File: src/rtl/btn_conditioner_if.sv
// Button bundle between the board pins and the game logic.
// The master drives the raw pins and the slave returns the conditioned views.
interface btn_conditioner_if #(
  parameter int unsigned N_BTN = 5
);
  logic [N_BTN-1:0] btn_raw;
  logic [N_BTN-1:0] btn_level;
  logic [N_BTN-1:0] btn_press;
  logic [N_BTN-1:0] btn_release;

  modport master (
    output btn_raw,
    input  btn_level,
    input  btn_press,
    input  btn_release
  );

  modport slave (
    input  btn_raw,
    output btn_level,
    output btn_press,
    output btn_release
  );
endinterface

File: src/rtl/btn_conditioner.sv
// Push-button conditioner: synchronise, debounce, and emit a clean level,
// press/auto-repeat pulses and release pulses for each button independently.
module btn_conditioner #(
  parameter int unsigned      N_BTN           = 5,
  parameter int unsigned      DEBOUNCE_CYCLES = 1_000_000,
  parameter int unsigned      REPEAT_DELAY    = 50_000_000,
  parameter int unsigned      REPEAT_PERIOD   = 15_000_000,
  parameter logic [N_BTN-1:0] REPEAT_MASK     = 5'b00011
) (
  input  logic              clk,
  input  logic              reset_n,
  btn_conditioner_if.slave  bus
);

  localparam int unsigned DB_W     = $clog2(DEBOUNCE_CYCLES);
  localparam int unsigned RP_MAX   = (REPEAT_DELAY > REPEAT_PERIOD) ? REPEAT_DELAY : REPEAT_PERIOD;
  localparam int unsigned RP_W     = (RP_MAX > 1) ? $clog2(RP_MAX) : 1;
  localparam int unsigned DB_LAST  = DEBOUNCE_CYCLES - 1;
  localparam int unsigned RD_LAST  = REPEAT_DELAY - 1;
  localparam int unsigned RPR_LAST = REPEAT_PERIOD - 1;

  typedef enum logic [1:0] {
    IDLE         = 2'd0,
    PRESS_WAIT   = 2'd1,
    HELD         = 2'd2,
    RELEASE_WAIT = 2'd3
  } state_t;

  logic [N_BTN-1:0] sync_a;
  logic [N_BTN-1:0] sync_b;
  logic [N_BTN-1:0] level_vec;
  logic [N_BTN-1:0] press_vec;
  logic [N_BTN-1:0] release_vec;

  // Two-flop synchroniser for the asynchronous pins
  always_ff @(posedge clk or negedge reset_n) begin
    if (!reset_n) begin
      sync_a <= '0;
      sync_b <= '0;
    end else begin
      sync_a <= bus.btn_raw;
      sync_b <= sync_a;
    end
  end

  for (genvar i = 0; i < int'(N_BTN); i++) begin : g_btn
    state_t          state;
    logic [DB_W-1:0] db_cnt;
    logic [RP_W-1:0] rp_cnt;
    logic            rp_first;
    logic            level;
    logic            press;
    logic            release_p;
    logic            s;

    assign s = sync_b[i];

    // Debounce FSM; the repeat counter freezes while a release is being qualified
    always_ff @(posedge clk or negedge reset_n) begin
      if (!reset_n) begin
        state     <= IDLE;
        db_cnt    <= '0;
        rp_cnt    <= '0;
        rp_first  <= 1'b1;
        level     <= 1'b0;
        press     <= 1'b0;
        release_p <= 1'b0;
      end else begin
        press     <= 1'b0;
        release_p <= 1'b0;
        unique case (state)
          IDLE: begin
            if (s) begin
              state  <= PRESS_WAIT;
              db_cnt <= DB_W'(1);
            end
          end
          PRESS_WAIT: begin
            if (!s) begin
              state  <= IDLE;
              db_cnt <= '0;
            end else if (db_cnt == DB_W'(DB_LAST)) begin
              state    <= HELD;
              db_cnt   <= '0;
              level    <= 1'b1;
              press    <= 1'b1;
              rp_cnt   <= '0;
              rp_first <= 1'b1;
            end else begin
              db_cnt <= db_cnt + DB_W'(1);
            end
          end
          HELD: begin
            if (!s) begin
              state  <= RELEASE_WAIT;
              db_cnt <= DB_W'(1);
            end else if (REPEAT_MASK[i]) begin
              if (rp_cnt == (rp_first ? RP_W'(RD_LAST) : RP_W'(RPR_LAST))) begin
                press    <= 1'b1;
                rp_cnt   <= '0;
                rp_first <= 1'b0;
              end else begin
                rp_cnt <= rp_cnt + RP_W'(1);
              end
            end
          end
          RELEASE_WAIT: begin
            if (s) begin
              state  <= HELD;
              db_cnt <= '0;
            end else if (db_cnt == DB_W'(DB_LAST)) begin
              state     <= IDLE;
              db_cnt    <= '0;
              level     <= 1'b0;
              release_p <= 1'b1;
            end else begin
              db_cnt <= db_cnt + DB_W'(1);
            end
          end
          default: begin
            state  <= IDLE;
            db_cnt <= '0;
          end
        endcase
      end
    end

    assign level_vec[i]   = level;
    assign press_vec[i]   = press;
    assign release_vec[i] = release_p;
  end

  assign bus.btn_level   = level_vec;
  assign bus.btn_press   = press_vec;
  assign bus.btn_release = release_vec;

endmodule

File: src/flat_wrapper.sv
// flat-port wrapper written by rule: the top's interface ports become plain ports
module btn_conditioner_flat 
#(
  parameter int unsigned      N_BTN           = 5,
  parameter int unsigned      DEBOUNCE_CYCLES = 1_000_000,
  parameter int unsigned      REPEAT_DELAY    = 50_000_000,
  parameter int unsigned      REPEAT_PERIOD   = 15_000_000,
  parameter logic [N_BTN-1:0] REPEAT_MASK     = 5'b00011
)
  (clk, reset_n, bus_btn_raw, bus_btn_level, bus_btn_press, bus_btn_release);
  btn_conditioner_if #(.N_BTN(N_BTN)) bus_i ();
  input  logic clk;
  input  logic reset_n;
  input wire logic [$bits(bus_i.btn_raw)-1:0] bus_btn_raw;
  output wire logic [$bits(bus_i.btn_level)-1:0] bus_btn_level;
  output wire logic [$bits(bus_i.btn_press)-1:0] bus_btn_press;
  output wire logic [$bits(bus_i.btn_release)-1:0] bus_btn_release;
  assign bus_i.btn_raw = bus_btn_raw;
  assign bus_btn_level = bus_i.btn_level;
  assign bus_btn_press = bus_i.btn_press;
  assign bus_btn_release = bus_i.btn_release;
  btn_conditioner #(.N_BTN(N_BTN), .DEBOUNCE_CYCLES(DEBOUNCE_CYCLES), .REPEAT_DELAY(REPEAT_DELAY), .REPEAT_PERIOD(REPEAT_PERIOD), .REPEAT_MASK(REPEAT_MASK)) u_core (.clk(clk), .reset_n(reset_n), .bus(bus_i));
endmodule
File: config.mk
export PLATFORM = sky130hd
export DESIGN_NAME = btn_conditioner_flat
export DESIGN_NICKNAME = d
export VERILOG_FILES = /design/src/rtl/btn_conditioner_if.sv /design/src/rtl/btn_conditioner.sv /design/src/flat_wrapper.sv
export SDC_FILE = /design/constraint.sdc
export NUM_CORES = 1
export LEC_CHECK = 0
export BUFFER_PORTS_ARGS = -buffer_cell sky130_fd_sc_hd__clkbuf_2
export CAP_MARGIN = 20
export CELL_PAD_IN_SITES_DETAIL_PLACEMENT = 0
export CELL_PAD_IN_SITES_GLOBAL_PLACEMENT = 1
export CORE_ASPECT_RATIO = 0.75
export CORE_UTILIZATION = 45
export DETAILED_ROUTE_END_ITERATION = 8
export GPL_TIMING_DRIVEN = 0
export PLACE_DENSITY = 0.76
export SYNTH_ARGS = -nofsm -noshare
export SYNTH_HDL_FRONTEND = slang
export SYNTH_SLANG_ARGS = --single-unit
File: constraint.sdc
create_clock -name clk -period 2.2 [get_ports clk]
set_input_delay 0.22 -clock clk [delete_from_list [all_inputs] [get_ports clk]]
set_output_delay 0.22 -clock clk [all_outputs]
set_load 0.005 [all_outputs]
Word-level counts from Yosys, hierarchy flattened
Cells that the tools add are included.
Storage, ports and cells
  input bits: 7
  word-level logic and storage cells: 272
  register bits: 189
Cells by class
  add/sub/neg operators: 7
  equality and inequality tests: 66
  muxes and demuxes: 137
  reductions and logical operators: 31
Operators by type and width (count)
  20-bit 2-to-1 mux: 25
  20-bit one-hot mux with 4 select lines: 5
  26-bit 2-to-1 mux: 10
  26-bit one-hot mux with 2 select lines: 2
  20-bit by 1-bit adder with 20-bit output, second input constant: 5
  20-bit equality test, second input constant: 5
  2-bit 2-to-1 mux: 30
  26-bit by 1-bit adder with 26-bit output, second input constant: 2
  26-bit equality test: 2
  1-bit 2-to-1 mux: 51
  2-bit by 1-bit != test with 1-bit output, second input constant: 24
  2-bit one-hot mux with 4 select lines: 5
  5-bit AND reduction: 7
  4-bit AND reduction: 7
  2-bit equality test, second input constant: 10
  2-bit != test, second input constant: 10
  1-bit one-hot mux with 2 select lines: 9
  3-bit by 1-bit != test with 1-bit output, second input constant: 5
  3-bit != test, second input constant: 5
  2-bit nonzero test: 7
  2-bit by 1-bit equality test with 1-bit output, second input constant: 5
  2-bit logical NOT: 5
  2-bit AND reduction: 5

Depth between registers and ports, before layout
  depth in word-level cells: 5
  gate-level depth with buffers: 9
  depth with buffers taken out: 7

Least setup slack after synthesis
Ideal clock, no wire load.
  path kind: flip-flop to flip-flop
  start: register u_core.g_btn[1].state[0]
  end: register u_core.g_btn[1].db_cnt[10]
  slack: 0.029 ns
  period minus slack after synthesis: 2.171 ns
  path buffers: 2
  data arrival time: 2.105 ns
  setup time: 0.066 ns
  stages on the path, launching flop included: 8
  required time: 2.134 ns
  cells stage by stage: dfrtp_1 inv_1 ha_1 clkbuf_1 mux2_2 a211oi_1 clkbuf_1 a22o_1
Between the ends
  longest elaborated chain between the ends: 3
RTL lines
  from (decl): line btn_conditioner.sv:47  | state_t state;
  from (signal assigned): line btn_conditioner.sv:61  | state <= IDLE;
  from (signal assigned): line btn_conditioner.sv:74  | state <= PRESS_WAIT;
  from (signal assigned): line btn_conditioner.sv:80  | state <= IDLE;
  2-bit equality test / 2-bit logical NOT (equally long branches): line btn_conditioner.sv:71  | unique case (state)
  2-bit != test (no line) / 2-bit by 1-bit != test with 1-bit output (equally long branches)
  2-bit AND reduction (no line)
  to (signal assigned): line btn_conditioner.sv:90  | db_cnt <= db_cnt + DB_W'(1);
  to (signal assigned): line btn_conditioner.sv:117  | db_cnt <= db_cnt + DB_W'(1);
  to (decl): line btn_conditioner.sv:48  | logic [DB_W-1:0] db_cnt;
Parallel ways exist; a longest one is shown, timed or not.
A chain may end at the register's enable or synchronous reset.

Final worst setup path
  start: register u_core.g_btn[1].db_cnt[12]
  end: register u_core.g_btn[1].rp_cnt[19]
Between the ends
  longest elaborated chain between the ends: 3
RTL lines
  20-bit equality test: line btn_conditioner.sv:82  | end else if (db_cnt == DB_W'(DB_LAST)) begin
  2-bit by 1-bit != test with 1-bit output (no line)
  4-bit AND reduction (no line)
  to (signal assigned): line btn_conditioner.sv:103  | rp_cnt <= rp_cnt + RP_W'(1);
  to (decl): line btn_conditioner.sv:49  | logic [RP_W-1:0] rp_cnt;
Every way passes these cells.

==> results.txt <==
status - finished, violations left
failing checks - negative setup slack
WL/cell - 16.9 um
Detailed Routing Iterations Pass 1 - 5
EDFF count, synth - 0
CP Capture Type - flip-flop
Psw - 0.00360 W
Worst R2R Setup Slack - -0.04 ns
first-pass GRT wire length - 42900 um
Synth Flop Type - dfrtp_1
Syn. warnings - 0
peak supply drop - 0.000589 V
area of the die - 0.0240 sq mm
clk sink count - 189
post-synthesis sequential area ratio - 0.449
CTS Buf Count - 17
Yosys reg bits - 189
DP Cell Count - 1490
RSZ-0062 raised after global routing - true
synthesized net count - 1190
ANT nets after route - 0
DRT iter0 DRCs - 655
Hold/Removal Path Class - flip-flop to flip-flop
Slew HR - 0.451
Layout Nets - 1264
initial antenna violation count - 0
compound-gate portion of the synthesized area - 0.193
routed wire length - 26300 um
Synth top area share - 0.444
vias in the first global route - 8275
FF-to-FF Start - u_core.g_btn[1].db_cnt[12]
area grow syn2layout - 19.6%
switching share of power - 0.353
Max-Cap Viols - 0
min Tclk post-route - 2.24 ns
syn_area_per_cell - 9.01 sq um
Hold Startpoint - u_core.sync_a[0]
crit path DAT - 2.61 ns
placed wire-length estimate - 16800 um
endpoints failing hold - 0
Layout Cells excl Fill - 1555
worst-margin pin slew - 0.818 ns
port bufs - 21
H-Tree Depth - 4
clock root cell - clkbuf_16
synthesized area - 0.0105 sq mm
P_leak - 5.11 nW
placed inst area - 0.0110 sq mm
io pins - 22
row count - 48
Cell Pwr Density - 810 mW/mm^2
Yosys cell types - 71
clk_skew - 0.0131 ns
Core Region - 0.0230 sq mm
Design Area, Final - 0.0126 sq mm
# DRC - 0
Comb pwr share - 0.311
worst-skew pair later-pin latency - 0.44 ns
Async SR Flop Fraction - 1.00
Slew Viols, Final - 0
Via Count - 9192
proportion of layout cells with a drive suffix above 1 - 0.194
GRT Total Usage - 0.223
Die Wd - 179 um
cells after synthesis - 1168
GPL Wtd Cong - 0.871
multiplexer area fraction after synthesis - 0.0284
Post-Route Utilization - 0.547
Seq pwr share - 0.373
Yosys top cell by area - dfrtp_1
area used by multi-input combinational logic - 0.00578 sq mm
Post-Synth Simple-Gate Area - 0.255
Die H - 134 um
Synth area leaders - dfrtp_1, a21oi_1, o21ai_0
setup TNS - -0.0929 ns
largest net degree at the start of global routing - 108
worst-path maximum fanout - 10
period utilization - 1.02
Pint - 0.00660 W
CP Launch Type - flip-flop
Diodes inserted - 0
storage element area - 0.00474 sq mm
Synth Area in XOR/XNOR - 0.00416
Max clock buf depth - 2
Overflow after GRT - 0
Setup crit start - u_core.g_btn[1].db_cnt[12]
largest family of logic cells by synthesized area - simple AND/OR/NAND/NOR gates
TritonCTS clock tree - done
final setup margin - -0.0447 ns
number of fill cells in the layout - 2131
CP Class - flip-flop to flip-flop
CTS clk-pin slew, worst paths - 0.07 ns
Clk network pwr share - 0.316
maximum clock rate - 0.446 GHz
Hold Slack - 0.354 ns
DR vias/cell - 5.91
initial core utilization - 0.458
CP Data Required Time - 2.57 ns
# setup viols final - 8
area share of fa/ha/maj cells after synthesis - 0.0178
==> path summary, 6_finish.rpt <==
check / end / cells after the start
hold / removal: u_core.sync_b[0] / 0
setup reg to reg: u_core.g_btn[1].rp_cnt[19] / 6
max in group asynchronous: u_core.g_btn[0].db_cnt[12] / 3
hold reg to reg: u_core.sync_b[0] / 0
min in group asynchronous: u_core.g_btn[3].db_cnt[8] / 2
setup / recovery: u_core.g_btn[1].rp_cnt[19] / 6
==> routing by layer <==
metal  up-vias  track usage  routed length (um)
met5         -            0                   0
met4         0       0.0452                 163
met3        10       0.0383                1070
met2       171        0.314               11100
met1      4509        0.352               14000
li1       4502            -                   -
==> stage by stage <==
step | setup slack (ns) | total power [W]
floorplan | 0.0287 | 0.00546
global placement | -2.89 | 0.00622
detailed placement | -0.693 | 0.00625
CTS | 0.000262 | 0.00991
global route | -0.0920 | 0.0107
finish | -0.0447 | 0.0102
==> cells in the mapped netlist, drive strengths merged (4+ instances only) <==
master	count
o21ai	86
nor2b	8
and4	9
and3	21
ha	15
a31oi	22
dfrtp	187
or2	6
o21a	5
a211oi	7
clkbuf	42
a21oi	97
nor3b	8
and2	13
nand4	42
xor2	4
inv	56
or4	23
nor4b	9
nor2	53
or3	43
nand2	99
nand2b	8
nand3	80
nor4	19
mux2	7
buf	26
o22ai	13
mux2i	22
o2bb2ai	4
a21o	20
nor3	28
a22o	32
o31ai	20
o41ai	4
==> critical path, stage by stage (launching register included) <==
cell	delay (ns)
dfrtp_1	0.40
or4_4	0.59
o21ai_4	0.19
nand3_4	0.12
buf_6	0.18
or4b_1	0.53
a21oi_2	0.15
==> cells in the final DEF, fill, tap and decap left out, types with 15 or more instances in the layout <==
cell type | Yosys | final
or3_1 | 43 | 40
a21oi_1 | 95 | 82
inv_1 | 56 | 55
a21o_1 | 20 | 18
clkbuf_2 | 0 | 27
clkbuf_1 | 42 | 15
o21ai_0 | 84 | 78
or4_1 | 22 | 16
o31ai_1 | 20 | 18
a31oi_1 | 22 | 20
mux2i_1 | 22 | 20
a22o_1 | 32 | 32
buf_4 | 15 | 51
nand3_1 | 76 | 74
dfrtp_1 | 187 | 182
nor3_1 | 27 | 23
clkbuf_16 | 0 | 18
nand4_1 | 42 | 42
nand2_1 | 99 | 99
and3_1 | 21 | 21
nor2_1 | 53 | 47
==> power groups by stage <==
stage,clock [W],combinational [W],sequential (W)
final,0.00322,0.00318,0.00381
after global routing,0.00343,0.00348,0.00383
after CTS,0.00331,0.00281,0.00379
after detailed placement,0,0.00240,0.00385
after global placement,0,0.00237,0.00385
after floorplan,0,0.00166,0.00381
==> timing repair <==
action                                  4_1_cts  5_1_grt
endpoints found under the setup margin      137      129
pin swaps                                     8       12
setup buffers                                10       21
cloned                                        1        2
hold buffers                                  6        0
hold endpoints to repair                     86        0
resized for setup                            72      100
==> final cells by class <==
cell class | count | share of cell area
well taps | 300 | 0.0298
clock buffers | 18 | 0.0341
clock inverters | 14 | 0.0136
flip-flops and latches | 189 | 0.376
multi-input cells | 856 | 0.459
plain buffers | 61 | 0.0327
repair buffers | 61 | 0.0379
inverters | 56 | 0.0167
==> registers in the layout, summed over array words and instances, names as in the netlist, named ones only <==
name / flops
u_core.g_btn.state: 5
u_core.sync_b: 5
u_core.g_btn.release_p: 5
u_core.g_btn.press: 5
u_core.sync_a: 5
u_core.g_btn.level: 5
u_core.g_btn.rp_first: 2
u_core.g_btn.db_cnt: 100
u_core.g_btn.rp_cnt: 52
==> logic make-up after synthesis <==
| logic type | Yosys count |
|---|---|
| AO/OA/AOI/OAI | 325 |
| XOR/XNOR | 5 |
| adder cells (fa/ha/maj) | 15 |
| buffers and inverters | 124 |
| flip-flops | 189 |
| multiplexers | 29 |
| AND/OR/NAND/NOR | 481 |
Note: power is estimated with default switching activity, not from simulation.
